<file path="src/rtl/ctrl.sv">
// Main control decoder: turns the instruction opcode into datapath control
// strobes, registered so that every output follows op by exactly one cycle.
module ctrl #(
  parameter logic [5:0] R_TYPE = 6'b000000,
  parameter logic [5:0] LW     = 6'b100011,
  parameter logic [5:0] SW     = 6'b101011,
  parameter logic [5:0] BEQ    = 6'b000100,
  parameter logic [5:0] J      = 6'b000010
) (
  input  logic       clk,
  input  logic       rst_n,
  input  logic [5:0] op,
  output logic       regWrite,
  output logic       memtoReg,
  output logic       regDst,
  output logic [1:0] aluOp,
  output logic       aluSrc,
  output logic       branch,
  output logic       jump,
  output logic       memWrite,
  output logic       illegal
);

  logic       reg_write_d, reg_write_q;
  logic       memto_reg_d, memto_reg_q;
  logic       reg_dst_d,   reg_dst_q;
  logic [1:0] alu_op_d,    alu_op_q;
  logic       alu_src_d,   alu_src_q;
  logic       branch_d,    branch_q;
  logic       jump_d,      jump_q;
  logic       mem_write_d, mem_write_q;
  logic       illegal_d,   illegal_q;

  // Every field defaults to 0 so unused controls are never X and an
  // unrecognised opcode decodes to a no-op with only illegal raised.
  always_comb begin
    reg_write_d = 1'b0;
    memto_reg_d = 1'b0;
    reg_dst_d   = 1'b0;
    alu_op_d    = 2'b00;
    alu_src_d   = 1'b0;
    branch_d    = 1'b0;
    jump_d      = 1'b0;
    mem_write_d = 1'b0;
    illegal_d   = 1'b0;
    case (op)
      R_TYPE: begin
        reg_write_d = 1'b1;
        reg_dst_d   = 1'b1;
        alu_op_d    = 2'b10;
      end
      LW: begin
        reg_write_d = 1'b1;
        memto_reg_d = 1'b1;
        alu_src_d   = 1'b1;
      end
      SW: begin
        alu_src_d   = 1'b1;
        mem_write_d = 1'b1;
      end
      BEQ: begin
        branch_d = 1'b1;
        alu_op_d = 2'b01;
      end
      J: begin
        jump_d = 1'b1;
      end
      default: begin
        illegal_d = 1'b1;
      end
    endcase
  end

  always_ff @(posedge clk or negedge rst_n) begin
    if (!rst_n) begin
      reg_write_q <= 1'b0;
      memto_reg_q <= 1'b0;
      reg_dst_q   <= 1'b0;
      alu_op_q    <= 2'b00;
      alu_src_q   <= 1'b0;
      branch_q    <= 1'b0;
      jump_q      <= 1'b0;
      mem_write_q <= 1'b0;
      illegal_q   <= 1'b0;
    end else begin
      reg_write_q <= reg_write_d;
      memto_reg_q <= memto_reg_d;
      reg_dst_q   <= reg_dst_d;
      alu_op_q    <= alu_op_d;
      alu_src_q   <= alu_src_d;
      branch_q    <= branch_d;
      jump_q      <= jump_d;
      mem_write_q <= mem_write_d;
      illegal_q   <= illegal_d;
    end
  end

  assign regWrite = reg_write_q;
  assign memtoReg = memto_reg_q;
  assign regDst   = reg_dst_q;
  assign aluOp    = alu_op_q;
  assign aluSrc   = alu_src_q;
  assign branch   = branch_q;
  assign jump     = jump_q;
  assign memWrite = mem_write_q;
  assign illegal  = illegal_q;

endmodule

</file>
<file path="config.mk">
export PLATFORM = sky130hd
export DESIGN_NAME = ctrl
export DESIGN_NICKNAME = d
export VERILOG_FILES = /design/src/rtl/ctrl.sv
export SDC_FILE = /design/constraint.sdc
export NUM_CORES = 1
export LEC_CHECK = 0
export ABC_AREA = 1
export CORE_AREA = 3 3 40 42
export CTS_BUF_LIST = sky130_fd_sc_hd__clkbuf_4 sky130_fd_sc_hd__clkbuf_8 sky130_fd_sc_hd__clkbuf_16
export CTS_CLUSTER_DIAMETER = 150
export DETAILED_ROUTE_END_ITERATION = 6
export DIE_AREA = 0 0 43 45
export GPL_TIMING_DRIVEN = 0
export PLACE_DENSITY = 0.66
export SLEW_MARGIN = 20
export SYNTH_ARGS = -nofsm -noshare
export SYNTH_HDL_FRONTEND = slang
export SYNTH_SLANG_ARGS = --single-unit
export TNS_END_PERCENT = 20
</file>
<file path="constraint.sdc">
create_clock -name clk -period 0.8 [get_ports clk]
set_input_delay 0.12 -clock clk [delete_from_list [all_inputs] [get_ports clk]]
set_output_delay 0.12 -clock clk [all_outputs]
set_load 0.03 [all_outputs]
</file>
---- Word level (Yosys, flattened, before mapping) ----
Cells that the tools add are included.
operators by class
  add/sub/neg operators ................... 0
  multiply operators ...................... 0
  divide/modulo/power cells ............... 0
  order comparisons ....................... 0
  eq/ne operators ......................... 4
  shifts and indexed selects .............. 0
  multiplexer cells ....................... 9
  bitwise gates (word level) .............. 0
  reductions and logical operators ........ 4
operator list
  cell                                                 number
  equality test 6 bit, second input constant           2
  two-way mux 1 bit                                    8
  equality test 6 x 2 -> 1 bit, second input constant  1
  equality test 6 x 3 -> 1 bit, second input constant  1
  zero test 6 bit                                      1
  OR reduction 5 bit                                   1
  case mux 2 bit (2 select lines)                      1
  OR reduction 2 bit                                   2
word-level totals
  bits in registers ....................... 10
  bits in latches ......................... 0
  memory bits (writable) .................. 0
  memory bits (read-only) ................. 0
  input bits .............................. 8
  output and inout bits ................... 10
  word-level logic and storage cells ...... 26
  memories ................................ 0

---- Depth between registers and ports, before layout ----
Gate-level depths: netlist (run 1).
  depth in word-level cells ............... 3
  mapped depth ............................ 5

---- Worst setup path before layout (run 1) ----
No wires, ideal clock.
  path kind ............................... reg-to-output
  from .................................... register alu_op_q[1] (netlist: aluOp[1])
  to ...................................... output aluOp[1]
  arrival time ............................ 0.703 ns
  setup slack ............................. -0.023 ns
  stages on the path, launching flop included .. 2
  buffers on the path ..................... 1
  path through ............................ dfrtp_1 buf_4
RTL lines
  element                 RTL line  RTL
  from (decl)             27        logic [1:0] alu_op_d, alu_op_q;
  from (signal assigned)  89        alu_op_q <= alu_op_d;
  to (decl)               16        output logic [1:0] aluOp,
No word-level cell between the ends.

---- Worst setup path in the final report (run 1) ----
  from .................................... register alu_op_q[1] (netlist: aluOp[1])
  to ...................................... output aluOp[1]
No word-level cell between the ends.

==> flow_summary.json, run 1 <==
{
  "status": "finished, violations left",
  "violations": "negative setup slack",
  "dp_slack_ns": -0.3965,
  "drive_above_1_share_pct": 33.33,
  "pwr-share-clk_pct": 38.9,
  "ir_worst_vdd_uv": 519.3,
  "drc_errors": 0,
  "powerDensity_nw_per_um2": 1599,
  "numCtsBuffers": 3,
  "synth_seq_cells": 9,
  "worstHoldPathType": "in2async",
  "post_drt_wl_per_cell_microns": 8.440,
  "gp_congestion": 0.7526,
  "firstDrtPassIters": 4,
  "slew_headroom_pct": 76.21,
  "clkSlewWorstSetupHoldPaths_ns": 0.05,
  "routed_wl_microns": 633,
  "synth-simple-area-share_pct": 22.61,
  "grt_pass1_wl_mm": 1.055,
  "max_cap_viol_count": 0,
  "yosys-top-cells-count": "11 x inv_1, 9 x dfrtp_1, 7 x nor2_1",
  "synth_fp_nets": 47,
  "cts.sinks": 9,
  "grt_usage_pct": 8.193,
  "syn_inst": 39,
  "grt_overflow_total": 0,
  "cts_tree": "built",
  "io_buffers": 17,
  "start_kind": "flop",
  "io_pins": 18,
  "min_period_over_period_pct": 125.7,
  "area_delta_synth_final_pct": 65.72,
  "synth_area_leaders": "dfrtp_1 64%, inv_1 12%, nand3_1 8.5%",
  "fmax_mhz": 994.7,
  "synth_warnings": 0,
  "power.total_uw": 938.4,
  "power_frac_seq_pct": 49.5,
  "fin_tns_setup_ns": -1.824,
  "dpl.hpwl_microns": 528.7,
  "netlist.area_leader.share_pct": 63.60,
  "die_y_microns": 45,
  "die_x_microns": 43,
  "cts-root-buf": "clkbuf_4",
  "period_needed_ns": 1.005,
  "drt-initial-drc-count": 3,
  "power.switching_uw": 201.0,
  "synth.cell_area_sq_um": 354.1,
  "yosysSeqAreaShare_pct": 63.60,
  "synth_compound_area_share_pct": 0,
  "routed_via_density": 4.133,
  "core_sq_um": 1285,
  "rows": 13,
  "hold_viol": 0,
  "dieArea_sq_um": 1935,
  "async_flop_share_pct": 100.0,
  "setup_viol": 11,
  "fin_nets": 69,
  "synth_top_cell_by_area": "dfrtp_1",
  "diodes": 0,
  "clk_path_buf_depth": 2,
  "worst_pin_slew_ns": 0.3558,
  "crit_fanout": 2,
  "cts_max_level": 1,
  "num_vias": 310,
  "post-synth-top-count-cell": "inv_1",
  "synth_enable_flop_cells": 0,
  "postCtsHoldBufs": 0,
  "num-fill-cells": 133,
  "power_switching_share_pct": 21.42,
  "crit_required_ns": 0.68,
  "finalNonFillerCells": 75,
  "numPlacedInstances": 71,
  "slew_viol_final": 0,
  "cp.arrival_ns": 0.89,
  "grt_setup_unrepaired": "true",
  "combPwrFrac_pct": 11.6,
  "synth-xor-area-share_pct": 0,
  "ant_nets": 0,
  "synth_top_family_by_area": "simple AND/OR/NAND/NOR gates",
  "synth_fa_ha_area_share_pct": 0,
  "synth_flop_cell": "dfrtp_1",
  "internal_power_uw": 737.4,
  "postCtsSetupBuffers": 0,
  "antenna_found_initial": 0,
  "critPathCaptureType": "output pin",
  "grt_max_degree": 10,
  "setup_slack_ns": -0.2054,
  "syn_area_per_cell_sq_um": 9.079,
  "yosysUniqueCellTypes": 8,
  "hold_slack_ns": 0.1416,
  "path_class": "reg2out",
  "cts_resized": 38,
  "start_util_pct": 27.56,
  "first_global_vias": 271,
  "leakagePower_nw": 0.3512,
  "muxShareOfSynthArea_pct": 0
}
==> layout by cell type (no fill, tap or decap) <==
cell	count
nand3_1	5
dlygate4sd2_1	1
clkdlybuf4s50_1	6
nand3_2	1
nor4_1	1
nor2_2	3
buf_2	2
clkbuf_4	4
dfrtp_2	1
nor2_1	5
nand2_1	3
inv_1	11
dfrtp_1	8
clkdlybuf4s15_2	6
buf_6	3
==> power groups by stage <==
stage                     clock [mW]  combinational (mW)  sequential, mW
after detailed placement           0               0.109           0.472
after global placement             0               0.108           0.472
after floorplan                    0              0.0261           0.487
final                          0.365               0.109           0.464
after global routing           0.409               0.120           0.465
after CTS                      0.388               0.106           0.464
==> final timing paths <==
check                      slack [ns]  endpoint  cells past startpoint  startpoint
max in group asynchronous        0.38  aluOp[1]                      1       rst_n
setup / recovery                -0.21  aluOp[1]                      2    aluOp[1]
min in group clk                 0.27    aluSrc                      2       op[2]
hold / removal                   0.14   illegal                      1       rst_n
==> final cells by class <==
type / instances / area, sq um / share of cell area, %
Buffer: 1 / 11.26 / 1.919
Clock buffer: 4 / 30.03 / 5.117
Inverter: 11 / 41.29 / 7.036
Multi-Input combinational cell: 18 / 90.09 / 15.35
Sequential cell: 9 / 226.5 / 38.59
Tap cell: 15 / 18.77 / 3.198
Timing Repair Buffer: 17 / 168.9 / 28.78
==> per-layer routing <==
layer  wire [microns]  global-route usage (%)
met2              300                   11.68
met1              214                   8.291
met5                0                       0
met4               22                   10.84
met3               95                   2.789
==> per-stage QoR <==
| stage | cell area [sq um] | utilization [%] |
|---|---|---|
| global route | 586.8 | 45.67 |
| global placement | 544.3 | 42.36 |
| finish | 586.8 | 45.67 |
| detailed placement | 544.3 | 42.36 |
| CTS | 583.1 | 45.37 |
| floorplan | 355.3 | - |
==> cell families after synthesis <==
family / count (synthesis)
and+or+nand+nor: 18
DFF: 9
buffers and inverters: 12
==> flip-flops by register name, indices dropped and copies added (netlist names) <==
signal and flops:
branch 1, aluSrc 1, aluOp 2, regWrite 1, memtoReg 1, illegal 1
memWrite 1, jump 1
==> worst max-delay path: stages (launching register included) <==
cell     delay, ns
dfrtp_2       0.40
buf_6         0.11
buf_6         0.12
(Power assumes the default switching activity.)
==> run 2, diff against run 1 <==
--- a/config.mk
+++ b/config.mk
@@ -6,13 +6,17 @@
 export NUM_CORES = 1
 export LEC_CHECK = 0
 export ABC_AREA = 1
-export CORE_AREA = 3 3 40 42
+export CELL_PAD_IN_SITES_DETAIL_PLACEMENT = 1
+export CELL_PAD_IN_SITES_GLOBAL_PLACEMENT = 2
+export CORE_ASPECT_RATIO = 0.9
+export CORE_MARGIN = 3
+export CORE_UTILIZATION = 19
 export CTS_BUF_LIST = sky130_fd_sc_hd__clkbuf_4 sky130_fd_sc_hd__clkbuf_8 sky130_fd_sc_hd__clkbuf_16
 export CTS_CLUSTER_DIAMETER = 150
 export DETAILED_ROUTE_END_ITERATION = 6
-export DIE_AREA = 0 0 43 45
 export GPL_TIMING_DRIVEN = 0
-export PLACE_DENSITY = 0.66
+export PLACE_DENSITY = 0.8
+export RECOVER_POWER = 50
 export SLEW_MARGIN = 20
 export SYNTH_ARGS = -nofsm -noshare
 export SYNTH_HDL_FRONTEND = slang
==> flow_summary.json, run 2 (synthesized netlist as in run 1, its figures left out) <==
{
  "dpl.hpwl_microns": 637.8,
  "gp_congestion": 0.6700,
  "design_area_sq_um": 595.6,
  "max_stage_delay_ns": 0.40,
  "cts.sinks": 9,
  "drc_errors": 0,
  "dp_slack_ns": -0.4234,
  "clkSlewWorstSetupHoldPaths_ns": 0.05,
  "cp_common_cell": "buf_6",
  "crit_fanout": 2,
  "critPathCaptureType": "output pin",
  "cp.arrival_ns": 0.88,
  "min_period_over_period_pct": 125.5,
  "fmax_mhz": 995.9,
  "hold_slack_ns": 0.2132,
  "io_buffers": 17,
  "setup_slack_ns": -0.2041,
  "grt_use_met1_pct": 6.275,
  "start_util_pct": 20.63,
  "crit_required_ns": 0.68,
  "path_class": "reg2out",
  "numCtsBuffers": 3,
  "die_x_microns": 51.51,
  "final_core_util_pct": 34.69,
  "grt_overflow_total": 0,
  "setup_viol": 15,
  "clk_path_buf_depth": 2,
  "area_delta_synth_final_pct": 68.20,
  "leakagePower_nw": 0.3643,
  "post_drt_wl_per_cell_microns": 8.738,
  "antenna_found_initial": 0,
  "cts_tree": "built",
  "num_vias": 299,
  "grt_usage_pct": 6.516,
  "ant_nets": 0,
  "globalRouteMet2Util_pct": 10.91,
  "max_cap_viol_count": 0,
  "period_needed_ns": 1.004,
  "slew_headroom_pct": 76.03,
  "rows": 14,
  "critPathSlowestCell": "dfrtp_2",
  "place_area_sq_um": 555.5,
  "layout_common_cells": "10 x inv_1, 8 x dfrtp_1, 6 x buf_6",
  "cts_max_level": 1,
  "crit_chain": "buf_6 -> buf_6",
  "largest_reg_flops": 2,
  "slew_viol_final": 0,
  "hold_viol": 0,
  "grtUsageMet3_pct": 2.540,
  "top_usage_layer": "met2",
  "drive_above_1_share_pct": 35.00,
  "routed_wl_microns": 734,
  "firstDrtPassIters": 2,
  "fin_nets": 69,
  "powerDensity_nw_per_um2": 1569,
  "grt_setup_unrepaired": "true",
  "ir_worst_vdd_uv": 372.2,
  "final_common_cell": "inv_1",
  "worst_pin_slew_ns": 0.3583,
  "start_kind": "flop",
  "dieArea_sq_um": 2418,
  "drt-initial-drc-count": 2,
  "postCtsSetupBuffers": 0,
  "power.total_uw": 934.7,
  "cts-root-buf": "clkbuf_4",
  "grt_pass1_wl_mm": 1.090,
  "core_sq_um": 1717,
  "worstHoldPathType": "in2async",
  "status": "finished, violations left",
  "routed_via_density": 3.560,
  "grt_max_degree": 10,
  "violations": "negative setup slack",
  "io_pins": 18,
  "diodes": 0,
  "first_global_vias": 280,
  "die_y_microns": 46.96
}
[run 2: cell count changes in the layout (fill, tap and decap cells not counted), sizes merged]
cell and change:
clkdlybuf4s15 -4, dlygate4sd3 +1, dlymetal6s2s +1, dlygate4sd2 -1, buf +4, clkdlybuf4s50 -1
[run 2: report_power, final]
| part | switching (mW) | internal (mW) |
|---|---|---|
| Clock | 0.133 | 0.224 |
| Combinational | 0.0599 | 0.0518 |
| Sequential | 0.00270 | 0.463 |
| Total | 0.196 | 0.739 |
[run 2: what timing repair did]
item,4_1_cts,5_1_grt
setup endpoints to repair,16,19
gates resized for setup,47,17
hold buffers,0,0
[run 2: worst max-delay path, delay by kind of cell (launching register included)]
family,cells,cell delay (ns)
flops,1,0.40
buf+inv,2,0.23
[run 2: layout make-up]
class / instances / area, sq um
Timing Repair Buffer: 17 / 166.4
Sequential cell: 9 / 226.5
Multi-Input combinational cell: 18 / 90.09
Clock buffer: 4 / 30.03
Tap cell: 24 / 30.03
Buffer: 1 / 11.26
Fill cell: 215 / 1121
Inverter: 11 / 41.29
[run 2: per-stage QoR]
stage	std cells	TNS, ns
2_1_floorplan	39	0
3_3_place_gp	80	-5.324
3_5_place_dp	80	-5.644
4_1_cts	84	-1.998
5_1_grt	84	-2.081
6_report	84	-1.380
[run 2: routing by layer]
layer	share of wire (%)	up-vias	wire (microns)
li1	-	155	-
met1	40	129	295
met2	49	15	357
met3	11	0	80
met4	0	0	0
met5	0	-	0
[run 2: worst paths after layout]
path                           from  cells past startpoint  slack, ns        to
max in group asynchronous     rst_n                      1       0.30  aluOp[1]
hold / removal                rst_n                      1       0.21  aluOp[0]
setup / recovery           aluOp[1]                      2      -0.20  aluOp[1]
min in group clk              op[0]                      3       0.22    aluSrc
==> run 3, diff against run 2 <==
--- a/config.mk
+++ b/config.mk
@@ -6,6 +6,7 @@
 export NUM_CORES = 1
 export LEC_CHECK = 0
 export ABC_AREA = 1
+export ABC_CLOCK_PERIOD_IN_PS = 800
 export CELL_PAD_IN_SITES_DETAIL_PLACEMENT = 1
 export CELL_PAD_IN_SITES_GLOBAL_PLACEMENT = 2
 export CORE_ASPECT_RATIO = 0.9
==> results of run 3 <==
Final layout, timing and power as in run 2 (identical DEF).
